### config.mk
export PLATFORM = sky130hd
export DESIGN_NAME = port_ingress_shaper
export DESIGN_NICKNAME = d
export VERILOG_FILES = /design/src/rtl/packet_pkg.sv /design/src/rtl/ingress_queue.sv /design/src/rtl/port_ingress_shaper.sv
export SDC_FILE = /design/constraint.sdc
export NUM_CORES = 1
export LEC_CHECK = 0
export CORE_MARGIN = 4
export CORE_UTILIZATION = 58
export CTS_CLUSTER_SIZE = 25
export DETAILED_ROUTE_END_ITERATION = 16
export DONT_BUFFER_PORTS = 1
export PLACE_DENSITY = 0.74
export RECOVER_POWER = 100
export SLEW_MARGIN = 20
export SYNTH_ARGS = -nofsm -noshare
export SYNTH_HDL_FRONTEND = slang
export SYNTH_HIERARCHICAL = 1
export SYNTH_SLANG_ARGS = --single-unit
### constraint.sdc
create_clock -name clk -period 11.4 [get_ports clk]
set_clock_uncertainty 0.1 [all_clocks]
set_input_delay 2.28 -clock clk [delete_from_list [all_inputs] [get_ports clk]]
set_output_delay 2.28 -clock clk [all_outputs]
set_load 0.005 [all_outputs]
### src/rtl/packet_pkg.sv
// Shared packet geometry, header field positions and the ingress shaper state type.
package packet_pkg;
  localparam int PACKET_WIDTH = 16;
  localparam int DEPTH        = 4;
  localparam int SRC_LSB      = 0;
  localparam int TGT_LSB      = 4;
  localparam int FIELD_W      = 4;

  typedef enum logic [1:0] {
    IDLE  = 2'd0,
    ISSUE = 2'd1,
    STALL = 2'd2
  } shaper_state_e;
endpackage

### src/rtl/ingress_queue.sv
// Circular FIFO with wrap-bit pointers; flush empties it in one edge,
// but a pop in the same cycle is still taken as the entry being issued.
module ingress_queue #(
  parameter int W      = 16,
  parameter int QDEPTH = 4,
  localparam int AW    = $clog2(QDEPTH)
) (
  input  logic          clk,
  input  logic          rst,
  input  logic          push,
  input  logic [W-1:0]  push_data,
  input  logic          pop,
  input  logic          flush,
  output logic [W-1:0]  head,
  output logic [AW:0]   count,
  output logic          full,
  output logic          empty
);
  localparam logic [AW:0] ONE = (AW+1)'(1);

  logic [W-1:0] mem [QDEPTH];
  logic [AW:0]  wr_ptr;
  logic [AW:0]  rd_ptr;
  logic         do_push;
  logic         do_pop;

  assign empty   = (wr_ptr == rd_ptr);
  assign full    = (wr_ptr[AW] != rd_ptr[AW]) && (wr_ptr[AW-1:0] == rd_ptr[AW-1:0]);
  assign count   = wr_ptr - rd_ptr;
  assign head    = mem[rd_ptr[AW-1:0]];
  assign do_pop  = pop && !empty;
  // A push into a full queue is fine when the head leaves on the same edge.
  assign do_push = push && (!full || do_pop);

  always_ff @(posedge clk) begin
    if (rst) begin
      wr_ptr <= '0;
      rd_ptr <= '0;
    end else begin
      if (do_push) wr_ptr <= wr_ptr + ONE;
      if (flush)       rd_ptr <= do_push ? wr_ptr + ONE : wr_ptr;
      else if (do_pop) rd_ptr <= rd_ptr + ONE;
    end
  end

  always_ff @(posedge clk) begin
    if (do_push) mem[wr_ptr[AW-1:0]] <= push_data;
  end
endmodule

### src/rtl/port_ingress_shaper.sv
// Ingress shaper for one switch port: header screen, local queue, and an issue
// rule that keeps one FIFO slot of margin for a write still in flight.
module port_ingress_shaper
  import packet_pkg::*;
#(
  parameter int PORT_ID        = 0,
  parameter int QDEPTH         = 4,
  parameter int ALLOW_LOOPBACK = 0,
  parameter int CNT_W          = 16
) (
  input  logic                    clk,
  input  logic                    rst,
  input  logic                    in_valid,
  output logic                    in_ready,
  input  logic [PACKET_WIDTH-1:0] in_pkt,
  input  logic                    flush,
  input  logic                    sw_full,
  input  logic                    sw_afull,
  output logic                    sw_valid_in,
  output logic [PACKET_WIDTH-1:0] sw_pkt,
  output logic [CNT_W-1:0]        acc_cnt,
  output logic [CNT_W-1:0]        bad_cnt,
  output logic [CNT_W-1:0]        flush_cnt,
  output shaper_state_e           state
);
  localparam int AW = $clog2(QDEPTH);
  localparam logic [AW:0] ONE = (AW+1)'(1);

  // Handshake: a packet transfers on any cycle with in_valid && in_ready;
  // in_ready never depends on in_valid, and in_pkt need only be stable then.
  logic [FIELD_W-1:0]      src;
  logic [FIELD_W-1:0]      tgt;
  logic                    legal;
  logic                    accept;
  logic                    push;
  logic                    bad;
  logic                    issue_ok;
  logic [PACKET_WIDTH-1:0] q_head;
  logic [AW:0]             q_count;
  logic                    q_full;
  logic                    q_empty;
  logic [AW:0]             flush_amt;
  logic [AW:0]             count_next;
  shaper_state_e           state_next;

  function automatic logic [CNT_W-1:0] sat_add(input logic [CNT_W-1:0] a, input logic [AW:0] b);
    logic [CNT_W:0] s;
    s = {1'b0, a} + (CNT_W+1)'(b);
    return s[CNT_W] ? '1 : s[CNT_W-1:0];
  endfunction

  assign src = in_pkt[SRC_LSB +: FIELD_W];
  assign tgt = in_pkt[TGT_LSB +: FIELD_W];

  always_comb begin
    legal = (tgt != '0) && (src == FIELD_W'(PORT_ID));
    if (ALLOW_LOOPBACK == 0 && tgt[PORT_ID]) legal = 1'b0;
  end

  assign in_ready = !rst && !flush && !q_full;
  assign accept   = in_valid && in_ready;
  assign push     = accept && legal;
  assign bad      = accept && !legal;
  // Our own write of last cycle may not be counted in sw_full yet, so demand afull=0.
  assign issue_ok = !q_empty && (sw_valid_in ? !sw_afull : !sw_full);

  assign flush_amt  = q_count - (issue_ok ? ONE : '0);
  assign count_next = q_count + (push ? ONE : '0) - (issue_ok ? ONE : '0);

  ingress_queue #(.W(PACKET_WIDTH), .QDEPTH(QDEPTH)) u_queue (
    .clk       (clk),
    .rst       (rst),
    .push      (push),
    .push_data (in_pkt),
    .pop       (issue_ok),
    .flush     (flush),
    .head      (q_head),
    .count     (q_count),
    .full      (q_full),
    .empty     (q_empty)
  );

  always_comb begin
    state_next = state;
    if (flush || count_next == '0) begin
      state_next = IDLE;
    end else begin
      case (state)
        IDLE:          state_next = ISSUE;
        ISSUE, STALL:  state_next = issue_ok ? ISSUE : STALL;
        default:       state_next = IDLE;
      endcase
    end
  end

  always_ff @(posedge clk) begin
    if (rst) begin
      state       <= IDLE;
      sw_valid_in <= 1'b0;
      sw_pkt      <= '0;
      acc_cnt     <= '0;
      bad_cnt     <= '0;
      flush_cnt   <= '0;
    end else begin
      state       <= state_next;
      sw_valid_in <= issue_ok;
      if (issue_ok) begin
        sw_pkt  <= q_head;
        acc_cnt <= sat_add(acc_cnt, ONE);
      end
      if (bad)   bad_cnt   <= sat_add(bad_cnt, ONE);
      if (flush) flush_cnt <= sat_add(flush_cnt, flush_amt);
    end
  end
endmodule

# == After elaboration in Yosys (flattened, before gate mapping) ==
# Memory sizes are Yosys's and may differ from the RTL's. A register that Yosys moved wholly into a read port is not among the register bits.
# Cells that the tools add are included.
# op_classes
addsub,9
n_eq_ne,5
n_mux,14
reduce_logical,26
# ops
op,count
$mux 16,3
$add 16x1->17 const B,2
$add 16x3->17,1
$logic_and 1x1->1,10
$mux 3,3
$logic_not 1->1,7
$add 3x1->3 const B,2
$mux 1,6
$sub 3x3->3,2
$logic_not 4->1,1
$pmux 2 s2,1
$reduce_bool 4->1,1
$reduce_or 2->1,2
$add 3x1->3,1
$eq 3x3->1,1
$logic_not 3->1,1
$sub 3x1->3,1
$eq 2x1->1 const B,1
$eq 2x2->1,1
$eq 2x2->1 const B,1
$logic_not 2->1,1
$logic_or 1x1->1,2
$mux 2,1
$reduce_bool 2->1,1
$ne 1x1->1,1
# totals
ff_bits,57
ram_bits,64
in_bits,22
output_inout_bits,68
wordCells,62
mem_count,1
# mem_list
name,words,word_bits,read_ports,rd_clocked_by_memory_dff,write_ports,line,rtl
u_queue.mem,4,16,1,1,1,ingress_queue.sv:21,logic [W-1:0] mem [QDEPTH];

# == Longest topological paths before layout ==
# Gate-level depths: netlist of run 1.
# logic_depth
ltp_word,12
mapped_depth,18
depth_no_buf,15

# == By module ==
# Netlist of run 1, hierarchy kept.
# by_module_without_submodules
module,n_inst,cells_each,area_each_um2,seq_area_each_um2
port_ingress_shaper,1,379,3273.1,1341.3
ingress_queue,1,151,2877.8,2082.0

# == Worst setup path before layout of run 1 ==
# OpenSTA, ideal clock, no wires.
# synth_path
kind,input-to-reg
from,in sw_afull
to,reg flush_cnt[14]
setup_time_ns,0.070
t_arrival_ns,5.505
t_required_ns,11.230
setup_slack_ns,5.725
stages,16
path_buffers,3
cell_sequence,mux2i_1 -> nand2b_1 -> clkbuf_1 -> inv_2 -> clkbuf_1 -> clkbuf_1 -> ha_1 -> inv_1 -> ha_1 -> inv_1 -> fa_1 -> nand2b_1 -> a211oi_1 -> nand3_1 -> xor2_1 -> a21oi_1
# synth_between
elab_chain_len,7
# synth_lines
item,line,rtl
start: declaration,port_ingress_shaper.sv:18,"input logic sw_afull,"
$logic_not 1->1,port_ingress_shaper.sv:65,assign issue_ok = !q_empty && (sw_valid_in ? !sw_afull : !sw_full);
$mux 1,port_ingress_shaper.sv:65,
$logic_and 1x1->1,port_ingress_shaper.sv:65,
net issue_ok,port_ingress_shaper.sv:37,logic issue_ok;
$mux 1,port_ingress_shaper.sv:67,assign flush_amt = q_count - (issue_ok ? ONE : '0);
$sub 3x3->3,port_ingress_shaper.sv:67,
$add 16x3->17,port_ingress_shaper.sv:48,"s = {1'b0, a} + (CNT_W+1)'(b);"
$mux 16,port_ingress_shaper.sv:49,return s[CNT_W] ? '1 : s[CNT_W-1:0];
end signal: assignment,port_ingress_shaper.sv:112,"if (flush) flush_cnt <= sat_add(flush_cnt, flush_amt);"
end: declaration,port_ingress_shaper.sv:23,"output logic [CNT_W-1:0] flush_cnt,"
# The timed path passes the listed nets, and every way through them passes these cells.
# A chain may end at the register's enable or synchronous reset.

# == Worst setup path in the final report of run 1 ==
# layout_path
from,in sw_afull
to,reg flush_cnt[14]
# layout_between
elab_chain_len,7
# layout_lines
item,line
$logic_not 1->1,port_ingress_shaper.sv:65
$mux 1,port_ingress_shaper.sv:65
$logic_and 1x1->1,port_ingress_shaper.sv:65
$mux 1,port_ingress_shaper.sv:67
$sub 3x3->3,port_ingress_shaper.sv:67
$add 16x3->17,port_ingress_shaper.sv:48
$mux 16,port_ingress_shaper.sv:49
# Every way passes these cells.

==> metrics.yaml, run 1 <==
synthesis:
  yosys.area_share.simple_pct: 14.7
  synth_edf_count: 64
  synth_top_family_by_area: "simple AND/OR/NAND/NOR gates"
  synth_xor_xnor_area_share_pct: 5.53
  ys_types: 54
  ys_ff_latch: 139
  yosys_warnings: 6
  yosys.area.top_type: "edfxtp_1"
  async_flop_share_pct: 0
  synth_area_mm2: 0.00615
  synthAdderAreaFrac_pct: 4.64
  synth_ff_type: "dfxtp_1"
  mappedNetlistNets: 573
  synth.avg_cell_area_um2: 11.6
  postSynthCellCount: 530
  muxShareOfSynthArea_pct: 6.83
  synthTopCellsByArea: "edfxtp_1, dfxtp_1, mux4_2"
  synth_compound_area_share_pct: 9.28
  ys_seq_area_share_pct: 55.7
  synth_top_area_share_pct: 31.2
drt:
  drc: 0
  vias: 3975
  dr.pass1.iters: 4
  drt_iter0_drc: 236
  drt_wl_total_mm: 12.4
  wire_per_inst_um: 18.3
  detail-route-antenna-nets: 0
  vias_per_cell: 5.88
cts:
  cts_buffer_depth: 2
  path_clk_slew_ns: 0.06
  cts_root_buf: "clkbuf_8"
  hold_buffers: 0
  cts_sinks: 139
  clk-insertion-delay-late_ns: 0.52
  cts_buffers: 17
  cts_tree: "done"
  htree_levels: 4
  postCtsSetupRepairBufs: 0
  cts_resized: 0
layout:
  drive_above_1_share_pct: 11.5
  finalNetCount: 570
  synthToLayoutAreaGrowth_pct: 9.44
  nFillCells: 785
  register_area_mm2: 0.00342
  multiInputGateArea_mm2: 0.00247
  diodes: 0
global_routing:
  track_usage_pct: 20.8
  grt_max_degree: 74
  grt-ovfl-total: 0
  grt_pass1_wl_mm: 20.4
  grt_pass1_vias: 3911
  antenna_found_initial: 0
critical_path:
  cpMostUsedCell: "inv_1"
  cp_cell_sequence: "mux2i_1, nand2b_1, clkbuf_1, inv_1, ha_1, inv_1, ha_1, inv_1, fa_1, nand2b_1, a211oi_1, nand3_1, xor2_1, a21oi_1"
  crit_buf_inv: 4
  cp-start-kind: "input pin"
  required_ns: 11.68
  crit_arrival_ns: 6.66
  slowest_delay_ns: 0.90
  crit_path_end_kind: "flop"
  cp_top_family: "buffers and inverters"
  slowest_stage: "clkbuf_1"
  crit_fanout: 33
  path_class: "input pin to flop"
floorplan:
  coreArea_mm2: 0.0103
  start_util_pct: 59.6
  io_pins: 90
  row_count: 37
  die_h_um: 111
  fp.dieW_um: 111
  dieArea_mm2: 0.0123
power:
  max-vdd-ir-drop_mv: 0.123
  seq_power_share_pct: 49.6
  p_leak_nw: 2.23
  pwr-share-clk_pct: 49.4
  powerDensity_mw_per_mm2: 157
  switchingPower_mw: 0.231
  switching_share_pct: 21.9
  intPower_mw: 0.825
  combPwrFrac_pct: 0.9
outcome:
  status: "completed"
placement:
  hpwlAfterDp_mm: 8.17
  place_ws_ns: 5.60
  port_buffers: 0
  routabilityCongestion: 0.818
sta:
  max_freq_mhz: 157
  period_share_pct: 55.9
  final.setup.tns_ns: 0
  finalMaxSlewViolations: 0
  hold_viol: 0
  tightest_slew_ns: 1.28
  fin_ws_ns: 5.03
  rsz0062_at_grt: "false"
  min_period_ns: 6.37
  slew-limit-headroom_pct: 14.4
  setup_viol: 0
flow_run:
  maxCapViolations: 0
worst_hold_path:
  hold_class: "flop to flop"
[power groups by stage]
stage | combinational, mW | clock [mW] | sequential [mW]
6_report | 0.00999 | 0.522 | 0.524
3_3_place_gp | 0.00983 | 0 | 0.535
4_1_cts | 0.0102 | 0.531 | 0.524
2_1_floorplan | 0.0127 | 0 | 0.534
3_5_place_dp | 0.0101 | 0 | 0.535
5_1_grt | 0.0114 | 0.560 | 0.524
[cell type report]
| class | instances | area share, % |
|---|---|---|
| flip-flops and latches | 139 | 50.9 |
| multi-input cells | 343 | 36.7 |
| clock buffers | 18 | 6.21 |
| inverters | 25 | 1.39 |
| clock inverters | 14 | 2.23 |
| well taps | 136 | 2.53 |
| repair buffers | 1 | 0.0558 |
[routing by layer]
metal | share of wire [%] | up-vias | track usage [%]
li1 | - | 1916 | -
met1 | 41 | 1943 | 25.2
met2 | 50 | 103 | 33.7
met3 | 8.3 | 13 | 8.73
met4 | 1.2 | 0 | 6.65
met5 | 0 | - | 0
[cell usage in the layout, fill, tap and decap left out, types with 6 or more instances in the layout]
cell,netlist,routed
nor3_1,14,14
nand3_1,16,17
inv_1,24,25
mux2i_1,6,6
ha_1,18,18
xnor2_1,12,12
a211oi_1,7,7
mux4_2,16,16
nor2_1,23,23
a21oi_1,42,47
xor2_1,25,25
and4_1,6,6
edfxtp_1,64,64
clkbuf_16,0,16
nand4_1,17,17
dfxtp_1,75,74
o21ai_0,16,18
nand2_1,59,59
[sequential cells by signal (all words and copies together) (netlist names), named ones only]
signal	flops
u_queue/rd_ptr	3
state	2
sw_valid_in	1
bad_cnt	16
u_queue/wr_ptr	3
flush_cnt	16
u_queue/mem	64
sw_pkt	16
acc_cnt	16
[worst reg2reg max path: stages (launching register included)]
cell	delay [ns]
dfxtp_1	0.42
inv_1	0.13
ha_1	0.43
and3_2	0.23
nand2b_1	0.09
clkbuf_1	0.90
inv_1	0.84
ha_1	0.53
inv_1	0.08
ha_1	0.18
inv_1	0.06
fa_1	0.42
nand2b_1	0.19
a211oi_1	0.62
nand3_1	0.18
xor2_1	0.18
a21oi_1	0.08
[cell families (layout without fill, tap and decap cells)]
logic type,count (synthesis),count (layout)
and+or+nand+nor,171,171
DFF,139,139
xor gates and xnor gates,38,38
buffers and inverters,48,58
AOI/OAI and AO/OA,91,91
adders and majority gates,21,21
muxes,22,22
[through the flow]
stage	power [mW]	instance area, um2	hold slack (ns)	util, %	instances
after floorplan	0.547	6150	0.353	-	530
after CTS	1.07	6780	0.400	65.7	676
final	1.06	6730	0.394	65.2	676
after global placement	0.545	6210	0.387	60.2	644
after detailed placement	0.545	6210	0.390	60.2	644
after global routing	1.10	6730	0.419	65.2	676
[cell usage after synthesis, types with 2 or more instances]
library cell,instances
dfxtp_1,75
edfxtp_1,64
nand2_1,59
a21oi_1,42
xor2_1,25
inv_1,24
nor2_1,23
ha_1,18
clkbuf_1,17
nand4_1,17
mux4_2,16
nand3_1,16
o21ai_0,16
nor3_1,14
xnor2_1,12
a21oi_2,10
and2_1,8
a211oi_1,7
and4_1,6
mux2i_1,6
and3_1,5
a31oi_1,3
and3_2,3
buf_6,3
fa_1,3
nor2b_1,3
nor4_1,3
a311oi_1,2
buf_2,2
nand2b_1,2
o21a_1,2
o21ai_1,2
[worst paths after layout]
| check | startpoint | endpoint | slack (ns) | cells after the start |
|---|---|---|---|---|
| max | sw_afull | flush_cnt[14]$_SDFFE_PP0P_ | 5.03 | 14 |
| min | sw_pkt[13]$_SDFFE_PP0P_ | sw_pkt[13]$_SDFFE_PP0P_ | 0.39 | 2 |
| max reg2reg | u_queue/wr_ptr[0]$_SDFF_PP0_ | flush_cnt[14]$_SDFFE_PP0P_ | 5.62 | 16 |
| min reg2reg | sw_pkt[13]$_SDFFE_PP0P_ | sw_pkt[13]$_SDFFE_PP0P_ | 0.39 | 2 |
Note: power is estimated with default switching activity, not from simulation.
==> run 2: changes to the inputs <==
--- a/config.mk
+++ b/config.mk
@@ -6,11 +6,11 @@
 export NUM_CORES = 1
 export LEC_CHECK = 0
 export CORE_MARGIN = 4
-export CORE_UTILIZATION = 58
+export CORE_UTILIZATION = 57
 export CTS_CLUSTER_SIZE = 25
 export DETAILED_ROUTE_END_ITERATION = 16
 export DONT_BUFFER_PORTS = 1
-export PLACE_DENSITY = 0.74
+export PLACE_DENSITY = 0.75
 export RECOVER_POWER = 100
 export SLEW_MARGIN = 20
 export SYNTH_ARGS = -nofsm -noshare
==> constraint.sdc (replaced) <==
create_clock -name clk -period 5.2 [get_ports clk]
set_clock_uncertainty 0.1 [all_clocks]
set_input_delay 1.04 -clock clk [delete_from_list [all_inputs] [get_ports clk]]
set_output_delay 1.04 -clock clk [all_outputs]
set_load 0.005 [all_outputs]
==> run 2 against run 1 <==
  * Setup slack lost 4.0 ns
  * Cell area fell by 0.22%
  * Power up 120%
  * Hold slack lost 0.015 ns
  * Non-clock buffer count up 1
  * Register-to-register slack lost 4.6 ns
  * Highest routed layer unchanged
  * Via count increased by 2.4%
  * Global-route usage rose by 0.40 points
  * Sequential share of layout area grew 0.11 points
==> metrics.yaml, run 2 (same netlist as run 1, synthesis figures left out) <==
drt:
  drt_wl_total_mm: 12.7
  vias_per_cell: 6.01
  vias: 4069
  dr.pass1.iters: 5
  detail-route-antenna-nets: 0
  wire_per_inst_um: 18.7
  drt_iter0_drc: 347
  drc: 0
critical_path:
  ff2ff_setup_slack_ns: 1.03
  reg2reg_from: "u_queue/wr_ptr[0]$_SDFF_PP0_"
  cp-start-kind: "flop"
  crit_path_end_kind: "flop"
  required_ns: 5.25
  path_class: "flop to flop"
  crit_fanout: 32
  reg2regPathDepth: 9
  worstSetupStartpoint: "u_queue/wr_ptr[0]$_SDFF_PP0_"
  endpoint: "u_queue/mem[2][6]$_DFFE_PP_"
  r2r-end: "u_queue/mem[2][6]$_DFFE_PP_"
  crit_arrival_ns: 4.23
power:
  max-vdd-ir-drop_mv: 0.302
  p_leak_nw: 2.21
  powerDensity_mw_per_mm2: 340
cts:
  cts_buffer_depth: 2
  postCtsSetupRepairBufs: 0
  path_clk_slew_ns: 0.06
  cts_resized: 0
  cts_root_buf: "clkbuf_8"
  hold_buffers: 0
  cts_buffers: 17
  cts_sinks: 139
  clk-insertion-delay-late_ns: 0.53
  htree_levels: 4
  cts_tree: "done"
sta:
  min_period_ns: 4.17
  max_freq_mhz: 240
  finalMaxSlewViolations: 0
  fin_ws_ns: 1.03
  setup_viol: 0
  rsz0062_at_grt: "false"
  period_share_pct: 80.2
  slew-limit-headroom_pct: 4.70
  final.setup.tns_ns: 0
  tightest_slew_ns: 1.43
  hold_slack_ns: 0.378
  hold_viol: 0
layout:
  final_common_cell: "dfxtp_1"
  synthToLayoutAreaGrowth_pct: 9.19
  diodes: 0
  finalNetCount: 571
  largest_register_ffs: 64
  drive_above_1_share_pct: 11.1
  mostFrequentLayoutCells: "dfxtp_1, edfxtp_1, nand2_1"
  nFillCells: 782
outcome:
  status: "completed"
floorplan:
  fp.dieW_um: 112
  dieArea_mm2: 0.0125
  die_h_um: 112
  row_count: 37
  io_pins: 90
  start_util_pct: 59.1
  coreArea_mm2: 0.0104
global_routing:
  antenna_found_initial: 0
  grt_pass1_vias: 4134
  track_usage_pct: 21.2
  grt_pass1_wl_mm: 21.1
  grt-ovfl-total: 0
  grt_max_degree: 74
flow_run:
  maxCapViolations: 0
placement:
  hpwlAfterDp_mm: 8.35
  routabilityCongestion: 0.820
  place_ws_ns: 1.19
  port_buffers: 0
worst_hold_path:
  hold_class: "flop to flop"
## run 2: cell count changes in the layout (fill, tap and decap cells not counted), sizes merged
cell,change
clkinv,+4
clkbuf,+3
clkinvlp,+1
inv,-7
## run 2: final cells by class
| class | count | area, um2 | share of cell area [%] |
|---|---|---|---|
| well taps | 136 | 170 | 2.53 |
| multi-input cells | 343 | 2470 | 36.7 |
| inverters | 25 | 93.8 | 1.40 |
| clock buffers | 20 | 435 | 6.48 |
| flip-flops and latches | 139 | 3420 | 51.0 |
| repair buffers | 2 | 7.51 | 0.112 |
| clock inverters | 12 | 118 | 1.75 |
## run 2: how the worst min path moves through the flow
stage          slack (ns)                     from                       to  cells past startpoint
2_1_floorplan        0.35   sw_pkt[0]$_SDFFE_PP0P_   sw_pkt[0]$_SDFFE_PP0P_                      2
3_3_place_gp         0.36   sw_pkt[5]$_SDFFE_PP0P_   sw_pkt[5]$_SDFFE_PP0P_                      2
6_report             0.38   sw_pkt[1]$_SDFFE_PP0P_   sw_pkt[1]$_SDFFE_PP0P_                      2
5_1_grt              0.39   sw_pkt[8]$_SDFFE_PP0P_   sw_pkt[8]$_SDFFE_PP0P_                      2
3_5_place_dp         0.37  sw_pkt[10]$_SDFFE_PP0P_  sw_pkt[10]$_SDFFE_PP0P_                      2
4_1_cts              0.38   sw_pkt[1]$_SDFFE_PP0P_   sw_pkt[1]$_SDFFE_PP0P_                      2
## run 2: stage by stage
step / total power, mW / utilization (%) / instances / area (um2)
final: 2.28 / 64.5 / 677 / 6720
after global routing: 2.37 / 64.5 / 677 / 6720
after CTS: 2.30 / 65.0 / 677 / 6770
after detailed placement: 1.20 / 59.7 / 645 / 6220
after global placement: 1.20 / 59.7 / 645 / 6220
after floorplan: 1.20 / - / 530 / 6150
## run 2: power by group
part | internal, mW | switching (mW) | total (mW) | leakage [nW]
Clock | 0.651 | 0.459 | 1.11 | 0.258
Sequential | 1.15 | 0.00431 | 1.15 | 1.18
Combinational | 0.00937 | 0.0130 | 0.0224 | 0.776
## run 2: critical path, stage by stage (launching register included)
cell	delay, ns
dfxtp_1	0.42
inv_1	0.13
ha_1	0.39
and3_2	0.21
nand2b_1	0.15
clkinv_1	0.06
clkbuf_1	1.03
nand3b_1	0.27
o21a_1	0.27
and2_1	0.75
## run 2: layer usage
layer / vias to the layer above / part of all wire, % / GRT usage, %
li1: 1925 / - / -
met1: 1983 / 42 / 25.3
met2: 136 / 48 / 34.7
met3: 25 / 8.1 / 8.42
met4: 0 / 1.9 / 7.54
met5: - / 0 / 0
